[src/rtl/div_op_sequencer_if.sv]
// Link between the operand sequencer and the restoring divider.
// The master drives start and operands; the slave returns the result and valid.
interface div_op_sequencer_if #(
    parameter int unsigned WIDTH = 4
);
    logic             div_start;
    logic [WIDTH-1:0] div_x;
    logic [WIDTH-1:0] div_y;
    logic             div_valid;
    logic [WIDTH-1:0] div_quot;
    logic [WIDTH-1:0] div_rem;

    modport master (
        output div_start,
        output div_x,
        output div_y,
        input  div_valid,
        input  div_quot,
        input  div_rem
    );

    modport slave (
        input  div_start,
        input  div_x,
        input  div_y,
        output div_valid,
        output div_quot,
        output div_rem
    );
endinterface

[src/rtl/div_op_sequencer.sv]
// Operand FIFO and issue/collect sequencer for the restoring divider.
// Divide-by-zero is answered locally; a watchdog ends a hung divide with an error result.
module div_op_sequencer #(
    parameter int unsigned WIDTH   = 4,
    parameter int unsigned DEPTH   = 4,
    parameter int unsigned TIMEOUT = 64
) (
    input  logic                     clk,
    input  logic                     rst,
    input  logic                     in_valid,
    output logic                     in_ready,
    input  logic [WIDTH-1:0]         in_x,
    input  logic [WIDTH-1:0]         in_y,
    div_op_sequencer_if.master       div,
    output logic                     out_valid,
    input  logic                     out_ready,
    output logic [WIDTH-1:0]         out_quot,
    output logic [WIDTH-1:0]         out_rem,
    output logic                     out_dbz,
    output logic                     out_err,
    output logic [$clog2(DEPTH):0]   fifo_count
);
    localparam int unsigned PW = $clog2(DEPTH);
    localparam int unsigned CW = PW + 1;
    localparam int unsigned WW = $clog2(TIMEOUT) + 1;

    typedef enum logic [1:0] {StIdle, StIssue, StWait, StHold} state_e;

    state_e           state_q, state_d;
    logic [WIDTH-1:0] mem_x_q [DEPTH];
    logic [WIDTH-1:0] mem_y_q [DEPTH];
    logic [PW-1:0]    wr_ptr_q, rd_ptr_q;
    logic [CW-1:0]    count_q, count_d;
    logic [WIDTH-1:0] div_x_q, div_x_d, div_y_q, div_y_d;
    logic [WIDTH-1:0] quot_q, quot_d, rem_q, rem_d;
    logic             dbz_q, dbz_d, err_q, err_d;
    logic [WW-1:0]    wd_q, wd_d;
    logic             div_valid_q;
    logic             push, pop, done_edge;
    logic [WIDTH-1:0] head_x, head_y;

    assign in_ready  = (count_q != CW'(DEPTH));
    assign push      = in_valid && in_ready;
    assign head_x    = mem_x_q[rd_ptr_q];
    assign head_y    = mem_y_q[rd_ptr_q];
    // A level that was already high when WAIT began must not count as completion.
    assign done_edge = div.div_valid && !div_valid_q;

    always_comb begin
        count_d = count_q;
        unique case ({push, pop})
            2'b10:   count_d = count_q + 1'b1;
            2'b01:   count_d = count_q - 1'b1;
            default: count_d = count_q;
        endcase
    end

    always_comb begin
        state_d = state_q;
        pop     = 1'b0;
        div_x_d = div_x_q;
        div_y_d = div_y_q;
        quot_d  = quot_q;
        rem_d   = rem_q;
        dbz_d   = dbz_q;
        err_d   = err_q;
        wd_d    = wd_q;
        case (state_q)
            StIdle: begin
                if (count_q != '0) begin
                    pop = 1'b1;
                    if (head_y == '0) begin
                        quot_d  = '1;
                        rem_d   = head_x;
                        dbz_d   = 1'b1;
                        err_d   = 1'b0;
                        state_d = StHold;
                    end else begin
                        div_x_d = head_x;
                        div_y_d = head_y;
                        state_d = StIssue;
                    end
                end
            end
            StIssue: begin
                wd_d    = '0;
                state_d = StWait;
            end
            StWait: begin
                if (done_edge) begin
                    quot_d  = div.div_quot;
                    rem_d   = div.div_rem;
                    dbz_d   = 1'b0;
                    err_d   = 1'b0;
                    state_d = StHold;
                end else if (wd_q == WW'(TIMEOUT - 2)) begin
                    // Next count would be TIMEOUT-1: give up, HOLD lands TIMEOUT cycles after ISSUE.
                    quot_d  = '0;
                    rem_d   = '0;
                    dbz_d   = 1'b0;
                    err_d   = 1'b1;
                    state_d = StHold;
                end else begin
                    wd_d = wd_q + 1'b1;
                end
            end
            StHold: begin
                if (out_ready) begin
                    state_d = StIdle;
                end
            end
            default: state_d = StIdle;
        endcase
    end

    always_ff @(posedge clk) begin
        if (push) begin
            mem_x_q[wr_ptr_q] <= in_x;
            mem_y_q[wr_ptr_q] <= in_y;
        end
    end

    always_ff @(posedge clk) begin
        if (rst) begin
            state_q     <= StIdle;
            wr_ptr_q    <= '0;
            rd_ptr_q    <= '0;
            count_q     <= '0;
            div_x_q     <= '0;
            div_y_q     <= '0;
            quot_q      <= '0;
            rem_q       <= '0;
            dbz_q       <= 1'b0;
            err_q       <= 1'b0;
            wd_q        <= '0;
            div_valid_q <= 1'b0;
        end else begin
            state_q     <= state_d;
            count_q     <= count_d;
            div_x_q     <= div_x_d;
            div_y_q     <= div_y_d;
            quot_q      <= quot_d;
            rem_q       <= rem_d;
            dbz_q       <= dbz_d;
            err_q       <= err_d;
            wd_q        <= wd_d;
            div_valid_q <= div.div_valid;
            if (push) wr_ptr_q <= wr_ptr_q + 1'b1;
            if (pop)  rd_ptr_q <= rd_ptr_q + 1'b1;
        end
    end

    assign div.div_start = (state_q == StIssue);
    assign div.div_x     = div_x_q;
    assign div.div_y     = div_y_q;
    assign out_valid     = (state_q == StHold);
    assign out_quot      = quot_q;
    assign out_rem       = rem_q;
    assign out_dbz       = dbz_q;
    assign out_err       = err_q;
    assign fifo_count    = count_q;
endmodule

[src/flat_wrapper.sv]
// flat-port wrapper written by rule: the top's interface ports become plain ports
module div_op_sequencer_flat 
#(
    parameter int unsigned WIDTH   = 4,
    parameter int unsigned DEPTH   = 4,
    parameter int unsigned TIMEOUT = 64
)
  (clk, rst, in_valid, in_ready, in_x, in_y, out_valid, out_ready, out_quot, out_rem, out_dbz, out_err, fifo_count, div_div_start, div_div_x, div_div_y, div_div_valid, div_div_quot, div_div_rem);
  div_op_sequencer_if #(.WIDTH(WIDTH)) div_i ();
  input  logic clk;
  input  logic rst;
  input  logic in_valid;
  output logic in_ready;
  input  logic [WIDTH-1:0] in_x;
  input  logic [WIDTH-1:0] in_y;
  output logic out_valid;
  input  logic out_ready;
  output logic [WIDTH-1:0] out_quot;
  output logic [WIDTH-1:0] out_rem;
  output logic out_dbz;
  output logic out_err;
  output logic [$clog2(DEPTH):0] fifo_count;
  output wire logic [$bits(div_i.div_start)-1:0] div_div_start;
  output wire logic [$bits(div_i.div_x)-1:0] div_div_x;
  output wire logic [$bits(div_i.div_y)-1:0] div_div_y;
  input wire logic [$bits(div_i.div_valid)-1:0] div_div_valid;
  input wire logic [$bits(div_i.div_quot)-1:0] div_div_quot;
  input wire logic [$bits(div_i.div_rem)-1:0] div_div_rem;
  assign div_div_start = div_i.div_start;
  assign div_div_x = div_i.div_x;
  assign div_div_y = div_i.div_y;
  assign div_i.div_valid = div_div_valid;
  assign div_i.div_quot = div_div_quot;
  assign div_i.div_rem = div_div_rem;
  div_op_sequencer #(.WIDTH(WIDTH), .DEPTH(DEPTH), .TIMEOUT(TIMEOUT)) u_core (.clk(clk), .rst(rst), .in_valid(in_valid), .in_ready(in_ready), .in_x(in_x), .in_y(in_y), .div(div_i), .out_valid(out_valid), .out_ready(out_ready), .out_quot(out_quot), .out_rem(out_rem), .out_dbz(out_dbz), .out_err(out_err), .fifo_count(fifo_count));
endmodule
[config.mk]
export PLATFORM = sky130hd
export DESIGN_NAME = div_op_sequencer_flat
export DESIGN_NICKNAME = d
export VERILOG_FILES = /design/src/rtl/div_op_sequencer_if.sv /design/src/rtl/div_op_sequencer.sv /design/src/flat_wrapper.sv
export SDC_FILE = /design/constraint.sdc
export NUM_CORES = 1
export LEC_CHECK = 0
export ABC_AREA = 1
export CAP_MARGIN = 20
export CORE_AREA = 10 10 119 78
export CTS_CLUSTER_SIZE = 14
export DETAILED_ROUTE_END_ITERATION = 10
export DIE_AREA = 0 0 129 88
export GPL_TIMING_DRIVEN = 0
export PLACE_DENSITY = 0.67
export RECOVER_POWER = 25
export SYNTH_ARGS = -nofsm -noshare
export SYNTH_HDL_FRONTEND = slang
export SYNTH_SLANG_ARGS = --single-unit
[constraint.sdc]
create_clock -name clk -period 4.65 [get_ports clk]
set_input_delay 0.93 -clock clk [delete_from_list [all_inputs] [get_ports clk]]
set_output_delay 0.93 -clock clk [all_outputs]
set_load 0.1 [all_outputs]
==> metrics.cfg, run 1 <==
[sta]
fin_setup_tns_ns = 0
finalSetupViolations = 0
worstMarginPinSlew_ns = 0.992
max_freq_ghz = 0.332
relSlewSlack_pct = 33.6
rsz0062_at_grt = false
fin_hold_ws_ns = 0.461
hold_violations = 0
post-route-period-util_pct = 64.7
skew_ns = 0.00480
period_needed_ns = 3.01
maxSlewViolCount = 0

[yosys]
synthFlopType = dfxtp_1
synth_edf_count = 32
synthArstFlopShare_pct = 0
syn_inst = 346
synth_warnings = 0
synth.top_cell.area_share_pct = 31.0
synth_area_leader_cell = edfxtp_1
synth_area_leaders = edfxtp_1 (31%), dfxtp_1 (24%), nand2_1 (9.7%)
syn-num-nets = 380
yosys-top-cells-count = nand2_1 (80), dfxtp_1 (37), a21oi_1 (34)
yosysSeqAreaShare_pct = 54.8
syn_area_um2 = 3100
yosys.cell_types.count = 27
synth_seq_cells = 69
avgSynthCellArea_um2 = 8.97
synth_most_common_cell = nand2_1

[routing]
vias = 2455
routedWlPerCell_um = 14.7
drt-pass1-iter-count = 4
first_iter_violations = 210
wirelength_um = 7270
ant_nets = 0
vias_per_cell = 4.95
route.detailed.drc = 0

[clock_network]
post-cts-setup-buffer-count = 0
cts_buffers = 9
cts_root_buffer = clkbuf_16
clk_path_buf_depth = 2
cts.clk_slew.worst_paths_ns = 0.06
tritoncts = done
cts_sinks = 69
cts_hold_buf = 0
cts_max_level = 3
cts_resized = 0
clock_latency_ns = 0.33

[worst_setup_path]
critPathKind = flop to output pin
crit_arrival_ns = 2.08
rr_worst_depth = 8
r2r_start = u_core.state_q[0]$_SDFFE_PP0P_
required_ns = 3.72
r2r_end = u_core.fifo_count[1]$_SDFFE_PP0P_
path_max_fanout = 4
start_kind = flop
end_kind = output pin
worst-r2r-setup-slack_ns = 2.52
cp-endpoint = div_div_start
worstSetupStartpoint = u_core.state_q[1]$_SDFFE_PP0P_

[power]
p_leak_nw = 1.55
total_power_mw = 3.18
peakVddDrop_v = 0.000451
power_density_nw_per_um2 = 805

[die]
start_util_pct = 43.8
fp.dieH_um = 88
num_io_pins = 45
num_rows = 24
fp.dieW_um = 129
dieArea_um2 = 11400
coreArea_um2 = 7090

[placed_design]
numPortBuffers = 43
gp_congestion = 0.784
placed_area_um2 = 3650
dp_hpwl_um = 5370

[finish]
num_antenna_cells = 0
fin_util_pct = 55.7
fin_nets = 434
seq_area_um2 = 1700
fin_area_um2 = 3950
syn2layout_area_growth_pct = 27.2
nFillCells = 656
multi_input_area_um2 = 1200
layout-drive-gt1-share_pct = 11.4

[grt]
grt.total_usage_pct = 13.2
grt_max_degree = 14
overflow = 0
grt_pass1_vias = 2325
grt_pass1_wl_um = 11700
antenna_found_initial = 0

[job]
cap_viol_max_count = 0

[run_status]
outcome = completed

[worst_hold_path]
holdCritStartpoint = u_core.out_quot[2]$_SDFFE_PP0P_
hp-class = flop to flop

-- placed cells by master, fill, tap and decap left out, drive strengths merged --
master / n
o21ai: 14
edfxtp: 32
nor2: 36
clkinv: 3
inv: 33
nand2: 88
and3: 2
nand3: 35
nand4: 2
clkdlybuf4s50: 35
nor3: 3
ha: 12
buf: 9
dfxtp: 37
clkbuf: 12
xor2: 2
a21oi: 34
clkinvlp: 2
a31oi: 3
fa: 1
dlygate4sd3: 8
bufinv: 1
o21bai: 1
-- sequential cells by signal, indices dropped and copies added (netlist names), 2 cells and up, named ones only --
signal and flops:
u_core.div.div_y 4, u_core.mem_x_q 16, u_core.out_rem 4, u_core.fifo_count 3, u_core.wr_ptr_q 2, u_core.div.div_x 4
u_core.wd_q 7, u_core.out_quot 4, u_core.rd_ptr_q 2, u_core.state_q 2, u_core.mem_y_q 16
-- worst max-delay path: stages, from the launching register on --
cell             delay [ns]
dfxtp_1                0.33
inv_1                  0.12
ha_1                   0.16
clkdlybuf4s50_1        1.14
-- power by group --
group	switching [mW]	internal [mW]	total [mW]
logic	1.20	0.440	1.64
registers	0.0833	0.772	0.855
clock network	0.262	0.416	0.678
-- final cells by class --
cell class                 instances  area share [%]
inverter                          32            3.11
clock inverter                     7            1.90
sequential                        69            43.1
timing repair buffer              43            10.9
multi-input combinational        233            30.4
clock buffer                       9            5.71
buffer                            12            2.03
tap                               91            2.88
-- cells by family (layout without fill, tap and decap cells) --
family	count (synthesis)	after routing	synth area share (%)
simple gates	166	166	23.6
flops	69	69	54.8
buf+inv	44	103	6.53
xor+xnor	2	2	0.565
compound gates	52	52	8.95
fa+ha+maj	13	13	5.48
-- worst min path at each step --
stage / end / slack, ns / cells after the start
2_1_floorplan: flop / 0.44 / 2
3_3_place_gp: u_core.rd_ptr_q[1]$_SDFFE_PP0P_ / 0.45 / 2
3_5_place_dp: u_core.out_quot[2]$_SDFFE_PP0P_ / 0.45 / 2
4_1_cts: u_core.out_quot[2]$_SDFFE_PP0P_ / 0.46 / 2
5_1_grt: u_core.out_quot[2]$_SDFFE_PP0P_ / 0.48 / 2
6_report: u_core.out_quot[2]$_SDFFE_PP0P_ / 0.46 / 2
-- through the flow --
stage                     instances  worst slack, ns
after floorplan                 346             1.18
after global placement          480             1.93
after detailed placement        480             1.90
after CTS                       496             1.61
after global routing            496             1.54
final                           496             1.64
-- layer usage --
metal | wire [um] | share of wire, % | GRT usage [%] | vias up
li1 | - | - | - | 1252
met1 | 3720 | 51 | 18.4 | 1120
met2 | 2820 | 39 | 18.1 | 77
met3 | 685 | 9.4 | 5.91 | 6
met4 | 46 | 0.63 | 3.19 | 0
met5 | 0 | 0 | 0 | -
Power figures use the tool's default switching activity.
==> inputs of run 2 (changes only) <==
--- a/config.mk
+++ b/config.mk
@@ -12,7 +12,7 @@
 export DETAILED_ROUTE_END_ITERATION = 10
 export DIE_AREA = 0 0 129 88
 export GPL_TIMING_DRIVEN = 0
-export PLACE_DENSITY = 0.67
+export PLACE_DENSITY = 0.69
 export RECOVER_POWER = 25
 export SYNTH_ARGS = -nofsm -noshare
 export SYNTH_HDL_FRONTEND = slang
==> constraint.sdc (replaced) <==
create_clock -name clk -period 2.5 [get_ports clk]
set_input_delay 0.5 -clock clk [delete_from_list [all_inputs] [get_ports clk]]
set_output_delay 0.5 -clock clk [all_outputs]
set_load 0.1 [all_outputs]
==> metrics.cfg, run 2 (synthesized netlist as in run 1, its figures left out) <==
[run_status]
outcome = completed

[die]
fp.dieW_um = 129  ; unchanged
coreArea_um2 = 7090  ; unchanged
start_util_pct = 43.8  ; unchanged
fp.dieH_um = 88  ; unchanged
dieArea_um2 = 11400  ; unchanged
num_io_pins = 45  ; unchanged
num_rows = 24  ; unchanged

[power]
power_density_nw_per_um2 = 1480  ; +83%
p_leak_nw = 1.54  ; -0.26%
peakVddDrop_v = 0.000879  ; +95%

[clock_network]
cts_max_level = 3  ; unchanged
cts_root_buffer = clkbuf_16
cts_hold_buf = 0  ; unchanged
cts.clk_slew.worst_paths_ns = 0.05  ; about the same
clock_latency_ns = 0.33  ; about the same
post-cts-setup-buffer-count = 0  ; unchanged
clk_path_buf_depth = 2  ; unchanged
cts_sinks = 69  ; unchanged
tritoncts = done
cts_buffers = 9  ; unchanged

[worst_setup_path]
r2r_end = u_core.fifo_count[2]$_SDFFE_PP0P_
cp_top_family = buffers and inverters
rr_worst_depth = 8  ; unchanged
critPathKind = flop to output pin
cp_cell_sequence = clkdlybuf4s50_1
crit_arrival_ns = 1.88  ; -0.20 ns
slowest_delay_ns = 1.16  ; +0.02 ns
worst-r2r-setup-slack_ns = 0.29  ; -2.23 ns
start_kind = flop
slowest_stage = clkdlybuf4s50_1
required_ns = 2.00  ; -1.72 ns
end_kind = output pin
crit_buf_inv = 1  ; -1
path_max_fanout = 5  ; +1
r2r_start = u_core.fifo_count[2]$_SDFFE_PP0P_

[routing]
route.detailed.drc = 0  ; unchanged
vias_per_cell = 5.06  ; +2.2%
first_iter_violations = 232  ; +10%
routedWlPerCell_um = 15.0  ; +2.4%
ant_nets = 0  ; unchanged
vias = 2510  ; +2.2%
wirelength_um = 7450  ; +2.4%
drt-pass1-iter-count = 4  ; unchanged

[placed_design]
gp_congestion = 0.810  ; +3.3%
place_ws_ns = 0.134  ; -1.77 ns
placed_area_um2 = 3660  ; +0.45%
numPortBuffers = 43  ; unchanged
dp_hpwl_um = 5410  ; +0.71%

[finish]
num_antenna_cells = 0  ; unchanged
final_cell_mix = nand2_1 (80), a21oi_1 (34), dfxtp_1 (34)
layout-drive-gt1-share_pct = 11.9  ; +0.49 points
fin_nets = 434  ; unchanged
syn2layout_area_growth_pct = 26.3
layout_commonest_cell = nand2_1
fin_area_um2 = 3920  ; -0.73%
nFillCells = 656  ; unchanged
largest_registers = u_core.mem_x_q (16), u_core.mem_y_q (16), u_core.wd_q (7)

[sta]
skew_ns = 0.00361  ; -0.00119 ns
finalSetupViolations = 0  ; unchanged
maxSlewViolCount = 0  ; unchanged
relSlewSlack_pct = 34.4  ; +0.73 points
worstMarginPinSlew_ns = 0.981  ; -0.0109 ns
finalWorstSetupSlack_ns = 0.123  ; -1.52 ns
fin_setup_tns_ns = 0  ; unchanged
max_freq_ghz = 0.421
period_needed_ns = 2.38
hold_violations = 0  ; unchanged
rsz0062_at_grt = false
post-route-period-util_pct = 95.1

[worst_hold_path]
hold_path_end = u_core.wd_q[5]$_SDFFE_PP0P_
holdCritStartpoint = u_core.wd_q[5]$_SDFFE_PP0P_
hold_depth = 2  ; unchanged
hp-class = flop to flop

[grt]
grt_pass1_wl_um = 11900  ; +1.5%
overflow = 0  ; unchanged
grt_max_degree = 12  ; -2
grt_pass1_vias = 2400  ; +3.2%
grt.total_usage_pct = 13.4  ; +0.22 points
antenna_found_initial = 0  ; unchanged

[job]
cap_viol_max_count = 0  ; unchanged

[run 2: cell count changes in the layout (fill, tap and decap cells not counted), sizes merged]
cell	previous run	this run
clkbuf	12	13
clkinvlp	2	1
dlygate4sd2	0	3
clkinv	3	5
clkdlybuf4s50	35	32
bufinv	1	0
inv	33	32
[run 2: repair_timing]
item	4_1_cts	5_1_grt
setup endpoints to repair	3	0
resized for setup	3	0
hold endpoints to repair	0	0
[run 2: area by class of cell]
class	count	area, um2	share of cell area [%]
Clock buffer	10	229	5.84
Timing Repair Buffer	43	427	10.9
Sequential cell	69	1710	43.5
Clock inverter	6	30.0	0.766
Multi-Input combinational cell	233	1210	30.9
Buffer	12	80.1	2.04
Tap cell	91	114	2.91
Inverter	32	123	3.13
[run 2: where the power goes]
part	leakage, nW	switching [mW]	internal [mW]
clock	0.127	0.452	0.658
combinational	0.820	2.27	0.812
sequential	0.598	0.156	1.44
[run 2: worst max path at each step]
stage / start / to / slack [ns] / cells past startpoint
2_1_floorplan: u_core.fifo_count[1]$_SDFFE_PP0P_ / u_core.fifo_count[2]$_SDFFE_PP0P_ / 0.02 / 9
3_3_place_gp: div_div_valid / u_core.out_quot[0]$_SDFFE_PP0P_ / 0.17 / 10
3_5_place_dp: in_valid / u_core.fifo_count[2]$_SDFFE_PP0P_ / 0.13 / 8
4_1_cts: u_core.fifo_count[2]$_SDFFE_PP0P_ / fifo_count[2] / 0.10 / 1
5_1_grt: u_core.fifo_count[2]$_SDFFE_PP0P_ / fifo_count[2] / 0.06 / 1
6_report: u_core.fifo_count[2]$_SDFFE_PP0P_ / fifo_count[2] / 0.12 / 1
[run 2: routing by layer]
layer,global-route usage [%],wire (um),vias to the layer above
met5,0,0,-
met4,5.24,93,0
met3,5.19,659,11
met2,19.4,3040,82
met1,17.7,3650,1167
li1,-,-,1250
[run 2: metrics by stage]
step / utilization [%] / power, mW / instances / hold slack, ns
3_3_place_gp: 51.7 / 4.63 / 480 / 0.452
6_report: 55.3 / 5.79 / 496 / 0.469
4_1_cts: 55.3 / 5.80 / 496 / 0.468
2_1_floorplan: - / 3.98 / 346 / 0.436
5_1_grt: 55.3 / 6.12 / 496 / 0.488
3_5_place_dp: 51.7 / 4.69 / 480 / 0.459
==> inputs of run 3 (changes only) <==
--- a/config.mk
+++ b/config.mk
@@ -12,7 +12,7 @@
 export DETAILED_ROUTE_END_ITERATION = 10
 export DIE_AREA = 0 0 129 88
 export GPL_TIMING_DRIVEN = 0
-export PLACE_DENSITY = 0.69
+export PLACE_DENSITY = 0.74
 export RECOVER_POWER = 25
 export SYNTH_ARGS = -nofsm -noshare
 export SYNTH_HDL_FRONTEND = slang
==> metrics.cfg, run 3 (synthesized netlist as in run 1, its figures left out) <==
[routing]
vias_per_cell = 4.99  ; -1.5%
route.met2.wl_um = 2990  ; -1.9%
wl_met3_um = 637  ; -3.3%
first_iter_violations = 293  ; +26%
wirelength_um = 7270  ; -2.3%
met1_length_um = 3570  ; -2.3%
drt-pass1-iter-count = 5  ; +1
ant_nets = 0  ; unchanged
highest_layer = met4
routedWlPerCell_um = 14.7  ; -2.3%
route.detailed.drc = 0  ; unchanged
vias = 2473  ; -1.5%

[clock_network]
cts_sinks = 69  ; unchanged
post-cts-setup-buffer-count = 0  ; unchanged
cts_max_level = 3  ; unchanged
cts_hold_buf = 0  ; unchanged
cts.clk_slew.worst_paths_ns = 0.05  ; about the same
cts_resized = 3  ; unchanged
clock_latency_ns = 0.34  ; about the same
cts_root_buffer = clkbuf_16
cts_buffers = 9  ; unchanged
tritoncts = done
clk_path_buf_depth = 2  ; unchanged

[finish]
largest_registers = u_core.mem_x_q (16), u_core.mem_y_q (16), u_core.wd_q (7)
layout_commonest_cell = nand2_1
fin_nets = 434  ; unchanged
final_cell_mix = nand2_1 (80), a21oi_1 (34), dfxtp_1 (34)
nFillCells = 622  ; -5.2%
num_antenna_cells = 0  ; unchanged
layout-drive-gt1-share_pct = 12.6  ; +0.74 points
syn2layout_area_growth_pct = 28.4

[sta]
relSlewSlack_pct = 34.2  ; -0.16 points
rsz0062_at_grt = false
post-route-period-util_pct = 95.2  ; +0.12 points
finalWorstSetupSlack_ns = 0.120  ; -0.00291 ns
worstMarginPinSlew_ns = 0.984  ; +0.00237 ns
max_freq_ghz = 0.420  ; -0.12%
finalSetupViolations = 0  ; unchanged
maxSlewViolCount = 0  ; unchanged
skew_ns = 0.00830  ; +0.00469 ns
hold_violations = 0  ; unchanged
fin_hold_ws_ns = 0.469  ; -0.000405 ns
fin_setup_tns_ns = 0  ; unchanged
period_needed_ns = 2.38  ; +0.00291 ns

[worst_setup_path]
critPathKind = flop to output pin
path_max_fanout = 5  ; unchanged
r2r_start = u_core.state_q[1]$_SDFFE_PP0P_
end_kind = output pin
slowest_delay_ns = 1.16  ; about the same
start_kind = flop
crit_buf_inv = 1  ; unchanged
cp_top_family = buffers and inverters
crit_arrival_ns = 1.88  ; about the same
worstSetupStartpoint = u_core.fifo_count[2]$_SDFFE_PP0P_
required_ns = 2.00  ; about the same
cp_cell_sequence = clkdlybuf4s50_1
slowest_stage = clkdlybuf4s50_1

[die]
fp.dieH_um = 88  ; unchanged
fp.dieW_um = 129  ; unchanged
num_rows = 24  ; unchanged
dieArea_um2 = 11400  ; unchanged
num_io_pins = 45  ; unchanged
start_util_pct = 43.8  ; unchanged
coreArea_um2 = 7090  ; unchanged

[grt]
grt_max_degree = 14  ; +2
grt.total_usage_pct = 13.5  ; +0.11 points
grt_pass1_wl_um = 12000  ; +0.52%
antenna_found_initial = 0  ; unchanged
overflow = 0  ; unchanged
grt_pass1_vias = 2390  ; -0.42%

[worst_hold_path]
hp-class = flop to flop
holdCritStartpoint = u_core.wd_q[5]$_SDFFE_PP0P_

[power]
internal_power_mw = 3.13  ; +7.6%
power.switching_mw = 2.90  ; +0.73%
swShare_pct = 48.0  ; -1.6 points
peakVddDrop_v = 0.000979  ; +11%
power_density_nw_per_um2 = 1510  ; +2.5%
power_frac_clock_pct = 22.7  ; +3.5 points
total_power_mw = 6.03  ; +4.2%
power_frac_comb_pct = 50.8  ; -2.4 points
p_leak_nw = 1.57  ; +1.9%
p_seq_share_pct = 26.6  ; -1.0 points

[placed_design]
place_ws_ns = 0.152  ; +0.0183 ns
numPortBuffers = 43  ; unchanged
gp_congestion = 0.790  ; -2.4%
dp_hpwl_um = 5330  ; -1.4%

[job]
cap_viol_max_count = 0  ; unchanged

[run_status]
outcome = completed

[run 3: cell types whose count changed in the layout (fill, tap and decap cells not counted)]
cell | before | now
inv_6 | 0 | 1
clkinv_2 | 3 | 1
bufinv_16 | 0 | 2
clkinv_4 | 0 | 2
clkinv_1 | 2 | 0
clkbuf_1 | 4 | 3
[run 3: worst paths after layout]
check | to | slack (ns) | depth (start not counted)
worst max-delay path | fifo_count[2] | 0.12 | 1
worst min-delay path | u_core.wd_q[5]$_SDFFE_PP0P_ | 0.47 | 2
worst max register to register | u_core.fifo_count[1]$_SDFFE_PP0P_ | 0.33 | 8
worst min register to register | u_core.wd_q[5]$_SDFFE_PP0P_ | 0.47 | 2
[run 3: final cells by class]
type | instances | area (um2) | share of cell area [%]
buffer | 12 | 80.1 | 2.01
clock buffer | 9 | 225 | 5.65
clock inverter | 7 | 98.8 | 2.48
inverter | 32 | 123 | 3.08
multi-input combinational | 233 | 1210 | 30.4
sequential | 69 | 1710 | 42.8
tap | 91 | 114 | 2.86
timing repair buffer | 43 | 427 | 10.7
[run 3: through the flow]
step	instances	util (%)	cell area (um2)
2_1_floorplan	346	-	3120
6_report	496	56.2	3980
3_5_place_dp	480	51.7	3660
3_3_place_gp	480	51.7	3660
4_1_cts	496	56.2	3980
5_1_grt	496	56.2	3980
[run 3: metal layers]
layer	GRT usage, %	vias to the layer above
met5	0	-
met4	6.17	0
met3	5.07	10
met2	19.3	78
met1	17.9	1129
li1	-	1256
[run 3: tightest hold or removal path: stages, from the launching register on]
cell and delay [ns]:
dfxtp_1 0.31, inv_1 0.06, a21oi_1 0.05
[run 3: power by group through the flow]
stage | sequential (mW) | combinational [mW] | clock [mW]
6_report | 1.60 | 3.06 | 1.37
5_1_grt | 1.63 | 3.31 | 1.43
4_1_cts | 1.60 | 3.06 | 1.39
3_5_place_dp | 1.62 | 3.06 | 0
3_3_place_gp | 1.61 | 3.00 | 0
2_1_floorplan | 2.58 | 1.40 | 0
